==> config.mk <==
export PLATFORM = sky130hd
export DESIGN_NAME = dmem_access_unit
export DESIGN_NICKNAME = d
export VERILOG_FILES = /design/src/rtl/dmem_access_unit.sv
export SDC_FILE = /design/constraint.sdc
export NUM_CORES = 1
export LEC_CHECK = 0
export CELL_PAD_IN_SITES_DETAIL_PLACEMENT = 1
export CELL_PAD_IN_SITES_GLOBAL_PLACEMENT = 1
export CORE_MARGIN = 1
export CORE_UTILIZATION = 35
export DETAILED_ROUTE_END_ITERATION = 8
export PLACE_DENSITY_LB_ADDON = 0.1
export SETUP_SLACK_MARGIN = 0.3
export SLEW_MARGIN = 20
export SYNTH_ARGS = -nofsm -noshare
export SYNTH_HDL_FRONTEND = slang
export SYNTH_SLANG_ARGS = --single-unit
==> constraint.sdc <==
create_clock -name clk -period 12.2 [get_ports clk]
set_input_delay 3.66 -clock clk [delete_from_list [all_inputs] [get_ports clk]]
set_output_delay 3.66 -clock clk [all_outputs]
set_load 0.01 [all_outputs]
==> src/rtl/dmem_access_unit.sv <==
// Data-memory access controller: runs one MEM-stage request per bus transaction and stalls until done.
// Optional misaligned-access trap is compiled in with `define DMEM_MISALIGN_TRAP_EN.
module dmem_access_unit #(
  parameter int TIMEOUT_CYCLES = 255,
  parameter int TIMEOUT_W      = 8
) (
  input  logic        clk,
  input  logic        rst,
  input  logic [31:0] req_addr,
  input  logic [31:0] req_wdata,
  input  logic        req_we,
  input  logic        req_re,
  input  logic [3:0]  req_strb,
  input  logic [2:0]  req_type,
  output logic        stall,
  output logic [31:0] rdata,
  output logic        fault,
  output logic [1:0]  fault_cause,
  output logic        bus_valid,
  output logic [31:0] bus_addr,
  output logic [31:0] bus_wdata,
  output logic        bus_we,
  output logic [3:0]  bus_strb,
  input  logic        bus_ready,
  input  logic [31:0] bus_rdata,
  input  logic        bus_err
);

  typedef enum logic [1:0] {S_IDLE, S_WAIT, S_DONE} state_t;

  localparam logic [1:0] CAUSE_NONE     = 2'b00;
  localparam logic [1:0] CAUSE_BUS_ERR  = 2'b01;
  localparam logic [1:0] CAUSE_MISALIGN = 2'b10;
  localparam logic [1:0] CAUSE_TIMEOUT  = 2'b11;

  localparam bit                   TO_EN   = (TIMEOUT_CYCLES != 0);
  localparam logic [TIMEOUT_W-1:0] TO_LAST = TIMEOUT_W'(TIMEOUT_CYCLES - 1);

  state_t               state, state_nxt;
  logic [TIMEOUT_W-1:0] wait_cnt;
  logic                 req_active;
  logic                 misalign;
  logic                 timeout_hit;

  assign req_active  = req_re | req_we;
  assign timeout_hit = TO_EN && (wait_cnt == TO_LAST);
  assign stall       = req_active && (state != S_DONE);
  assign bus_valid   = (state == S_WAIT);

`ifdef DMEM_MISALIGN_TRAP_EN
  localparam logic [2:0] MEM_HALF   = 3'b001;
  localparam logic [2:0] MEM_WORD   = 3'b010;
  localparam logic [2:0] MEM_HALF_U = 3'b101;

  always_comb begin
    misalign = 1'b0;
    case (req_type)
      MEM_WORD:             misalign = (req_addr[1:0] != 2'b00);
      MEM_HALF, MEM_HALF_U: misalign = req_addr[0];
      default:              misalign = 1'b0;
    endcase
  end
`else
  logic unused_req;
  assign misalign   = 1'b0;
  assign unused_req = ^{req_type, req_addr[1:0]};
`endif

  always_ff @(posedge clk or posedge rst) begin
    if (rst) state <= S_IDLE;
    else     state <= state_nxt;
  end

  always_comb begin
    state_nxt = state;
    case (state)
      S_IDLE:  if (req_active) state_nxt = misalign ? S_DONE : S_WAIT;
      S_WAIT:  if (bus_ready || timeout_hit) state_nxt = S_DONE;
      S_DONE:  state_nxt = S_IDLE;
      default: state_nxt = S_IDLE;
    endcase
  end

  // Bus registers are only loaded in IDLE, so they stay stable for the whole WAIT phase.
  always_ff @(posedge clk or posedge rst) begin
    if (rst) begin
      rdata       <= '0;
      fault       <= 1'b0;
      fault_cause <= CAUSE_NONE;
      bus_addr    <= '0;
      bus_wdata   <= '0;
      bus_we      <= 1'b0;
      bus_strb    <= '0;
      wait_cnt    <= '0;
    end else begin
      fault       <= 1'b0;
      fault_cause <= CAUSE_NONE;
      case (state)
        S_IDLE: begin
          if (req_active) begin
            if (misalign) begin
              fault       <= 1'b1;
              fault_cause <= CAUSE_MISALIGN;
            end else begin
              bus_addr  <= {req_addr[31:2], 2'b00};
              bus_wdata <= req_wdata;
              bus_we    <= req_we;
              bus_strb  <= req_we ? req_strb : 4'b0000;
              wait_cnt  <= '0;
            end
          end
        end
        S_WAIT: begin
          if (bus_ready) begin
            if (!bus_we) rdata <= bus_rdata;
            if (bus_err) begin
              fault       <= 1'b1;
              fault_cause <= CAUSE_BUS_ERR;
            end
          end else begin
            wait_cnt <= wait_cnt + 1'b1;
            if (timeout_hit) begin
              rdata       <= '0;
              fault       <= 1'b1;
              fault_cause <= CAUSE_TIMEOUT;
            end
          end
        end
        default: ;
      endcase
    end
  end

endmodule

# After elaboration in Yosys (flattened, before gate mapping)
# Index checks and enable logic that the tools add are counted.
# W data, S select, Z words.
dict set report totals {
  wordCells 45
  in_bits 109
  ff_bits 112
  out_inout_bits 106
}
dict set report op_classes {
  mux 18
  eq_ne 7
  addsub 1
  n_bitwise 1
  reduce_logical 9
}
# cell count
set ops {}
lappend ops {{$mux W32} 3}
lappend ops {{$mux W8} 2}
lappend ops {{$pmux W8 S2} 1}
lappend ops {{$mux W2} 5}
lappend ops {{$add A8 B1 Y8 const B} 1}
lappend ops {{$eq A8 B8 Y1 const B} 1}
lappend ops {{$ne A2 B2 Y1 const B} 4}
lappend ops {{$reduce_and A3 Y1} 2}
lappend ops {{$mux W1} 5}
lappend ops {{$mux W4} 1}
lappend ops {{$pmux W2 S2} 1}
lappend ops {{$reduce_and A2 Y1} 2}
lappend ops {{$reduce_bool A2 Y1} 2}
lappend ops {{$eq A2 B1 Y1 const B} 1}
lappend ops {{$logic_not A2 Y1} 1}
lappend ops {{$ne A2 B1 Y1 const B} 1}
lappend ops {{$logic_and A1 B1 Y1} 1}
lappend ops {{$logic_or A1 B1 Y1} 1}
lappend ops {{$or A1 B1 Y1} 1}

# Longest topological paths before layout
dict set report depth {
  word_depth 4
  depth_mapped 6
  ltp_nobuf 4
}

# Worst setup path before layout
# Ideal clock, no wire load.
dict set report synth_path {
  path_kind {input port to output port}
  start {input port req_we}
  end {output port stall}
  path_stages 2
  slack_ns 4.562
  n_path_buf 0
  required_ns 8.540
  arrival_time_ns 3.978
  cell_sequence {nor2_4 > a21oi_1}
}
dict set report synth_via {
  elab_chain_cells 2
}
# item line_no
set synth_lines {}
lappend synth_lines {{from (decl)} 11} ;# input logic req_we,
lappend synth_lines {{$or A1 B1 Y1} 45} ;# assign req_active = req_re | req_we;
lappend synth_lines {{$logic_and A1 B1 Y1} 47} ;# assign stall = req_active && (state != S_DONE);
lappend synth_lines {{to (decl)} 15} ;# output logic stall,
# No other way between the ends.

# Final worst setup path
# Ends and elaborated chain as after synthesis.

==> metrics.yaml <==
fill_cells: 1446
layout_commonest_cell: "clkdlybuf4s50_1"
layout_common_cells: "clkdlybuf4s50_1, dfrtp_1, mux2_4"
diodes: 0
cts-root-buf: "clkbuf_16"
final_nets: 700
drt_iter0_drc: 134
gr-total-overflow: 0
dieHeight_um: 122
cts_setup_buffers: 0
final_max_slew_viol_count: 0
finClkSkew_ps: 7.08
vias: 3729
peakVddDrop_mv: 0.107
path_delay_family: "buffers and inverters"
avgRoutedWirePerCell_um: 17.3
p_sw_mw: 0.600
cp_num_buf_inv: 2
slew_headroom_pct: 26.9
ys_ff_latch: 111
clkPwrFrac_pct: 16.6
final_antenna_net_count: 0
drc: 0
start_util_pct: 36.1
gp_congestion: 0.699
grt_max_degree: 73
tightest_slew_ps: 1100
criticalPathCategory: "input pin to output pin"
area_growth_syn_to_layout_pct: 48.4
synth_edf_count: 0
ctsHtreeMaxLevel: 3
cts_tree: "built"
grt_pass1_wl_mm: 21.7
antenna_found_initial: 0
hold_viol: 0
ys_seq_area_share_pct: 55.1
fin_crit_ps: 8670
pwr-share-seq_pct: 34.9
cp.required_ps: 8540
path_cells: "clkdlybuf4s50_1 > nor2_4 > a21oi_1 > clkdlybuf4s50_1"
core_sq_um: 14000
path_common_cell: "clkdlybuf4s50_1"
viasPerCell: 4.82
p_leak_nw: 3.24
combPwrFrac_pct: 48.5
fin_tns_setup_ps: 0
arrival_ps: 5010
grt_use_total_pct: 19.0
critical_path.slowest_cell: "clkdlybuf4s50_1"
netlist_instances: 392
fmax_ghz: 0.115
numCtsBuffers: 9
post-dp-hpwl_mm: 9.36
insertion_delay_ps: 350
synthFlopType: "dfrtp_1"
clk_pin_slew_worst_paths_ps: 70
io_pins: 215
synth_warnings: 0
highest_layer: "met4"
die_area_sq_um: 14900
p_sw_share_pct: 32.2
drive_above_1_share_pct: 15.2
cts_resized: 0
cts_hold_buffers: 0
synth_area_sq_um: 5040
rsz0062_at_grt: "false"
drt-met1-wl_mm: 5.90
cp-start-kind: "input pin"
placed_area_sq_um: 7170
clock_sinks: 111
max_stage_delay_ps: 500
wl_met2_mm: 6.40
worstPathMaxFanout: 9
power_density_nw_per_um2: 249
avgSynthCellArea_sq_um: 12.9
status: "completed"
yosysUniqueCellTypes: 43
die_w_um: 122
dr.pass1.iters: 4
numPortBuffers: 207
grt_pass1_vias: 3975
rows: 43
worstSetupEndpointType: "output pin"
async_reset_ff_share_pct: 100
setup_violations: 0
cap_violations: 0
finalInstanceArea_sq_um: 7490
met3_length_um: 853
fin_crit_sh_pct: 71.0
hold_path.class: "flop to flop"
routed_wl_mm: 13.4
power.internal_mw: 1.27
cts_max_path_buffers: 2
## synth_stat cells (all sizes together), types with 2 or more instances
cell | count | area (sq um)
a21oi | 6 | 33.8
a22o | 4 | 35.0
and4 | 2 | 17.5
buf | 20 | 206
clkbuf | 8 | 30.0
dfrtp | 111 | 2780
ha | 2 | 25.0
inv | 38 | 143
mux2 | 62 | 875
mux2i | 4 | 40.0
nand2 | 36 | 135
nand2b | 34 | 213
nor2 | 3 | 35.0
nor4 | 2 | 12.5
o21ai | 6 | 30.0
o21bai | 2 | 15.0
o221ai | 32 | 280
o31ai | 2 | 15.0
or2 | 2 | 12.5
or4 | 2 | 15.0
## flip-flops by register name (all words and copies together), names as in the netlist, 2 cells and up
signal,count
bus_wdata,32
state,2
wait_cnt,8
rdata,32
bus_addr,30
bus_strb,4
## through the flow
stage / hold slack [ps] / utilization (%) / std cells / total power [mW] / setup WS [ps]
after floorplan: 449 / - / 393 / 1.15 / 4560
final: 508 / 53.5 / 774 / 1.87 / 3530
after detailed placement: 495 / 51.3 / 758 / 1.57 / 3530
after global placement: 488 / 51.3 / 758 / 1.55 / 3540
after CTS: 516 / 53.5 / 774 / 1.90 / 3520
after global routing: 527 / 53.5 / 774 / 1.99 / 3420
## power groups by stage
stage | logic, mW | registers (mW) | clock network, mW
detailed placement | 0.913 | 0.662 | 0
CTS | 0.921 | 0.656 | 0.321
global placement | 0.899 | 0.647 | 0
floorplan | 0.423 | 0.723 | 0
finish | 0.905 | 0.652 | 0.310
global route | 0.977 | 0.678 | 0.334
## layout make-up
class | instances | area (sq um) | share of cell area (%)
clock buffers | 11 | 253 | 3.38
clock inverters | 5 | 63.8 | 0.852
inverters | 38 | 145 | 1.94
multi-input cells | 216 | 1910 | 25.5
flip-flops and latches | 111 | 2780 | 37.1
well taps | 180 | 225 | 3.01
repair buffers | 213 | 2120 | 28.3
## layer usage
metal	vias up	global-route usage, %
met1	1849	24.7
met5	-	0
li1	1738	-
met3	14	4.26
met4	0	7.55
met2	128	30.6
## cells by family after synthesis
group                    synth area share, %
flip-flops                              55.1
AND/OR/NAND/NOR                         10.2
buffers and inverters                   7.52
multiplexers                            18.1
AO/OA/AOI/OAI                           8.53
adder cells (fa/ha/maj)                0.496
other                                 0.0743
## final timing paths
check,from,endpoint,slack [ps],depth (start not counted)
hold / removal,bus_addr[7],bus_addr[7],510,1
setup / recovery,req_we,stall,3530,4
min in group asynchronous,rst,bus_wdata[1],3690,2
hold reg to reg,bus_addr[7],bus_addr[7],510,1
setup reg to reg,state[1],bus_addr[16],9800,4
max in group asynchronous,rst,bus_wdata[26],7150,3
Note: power is estimated with default switching activity, not from simulation.
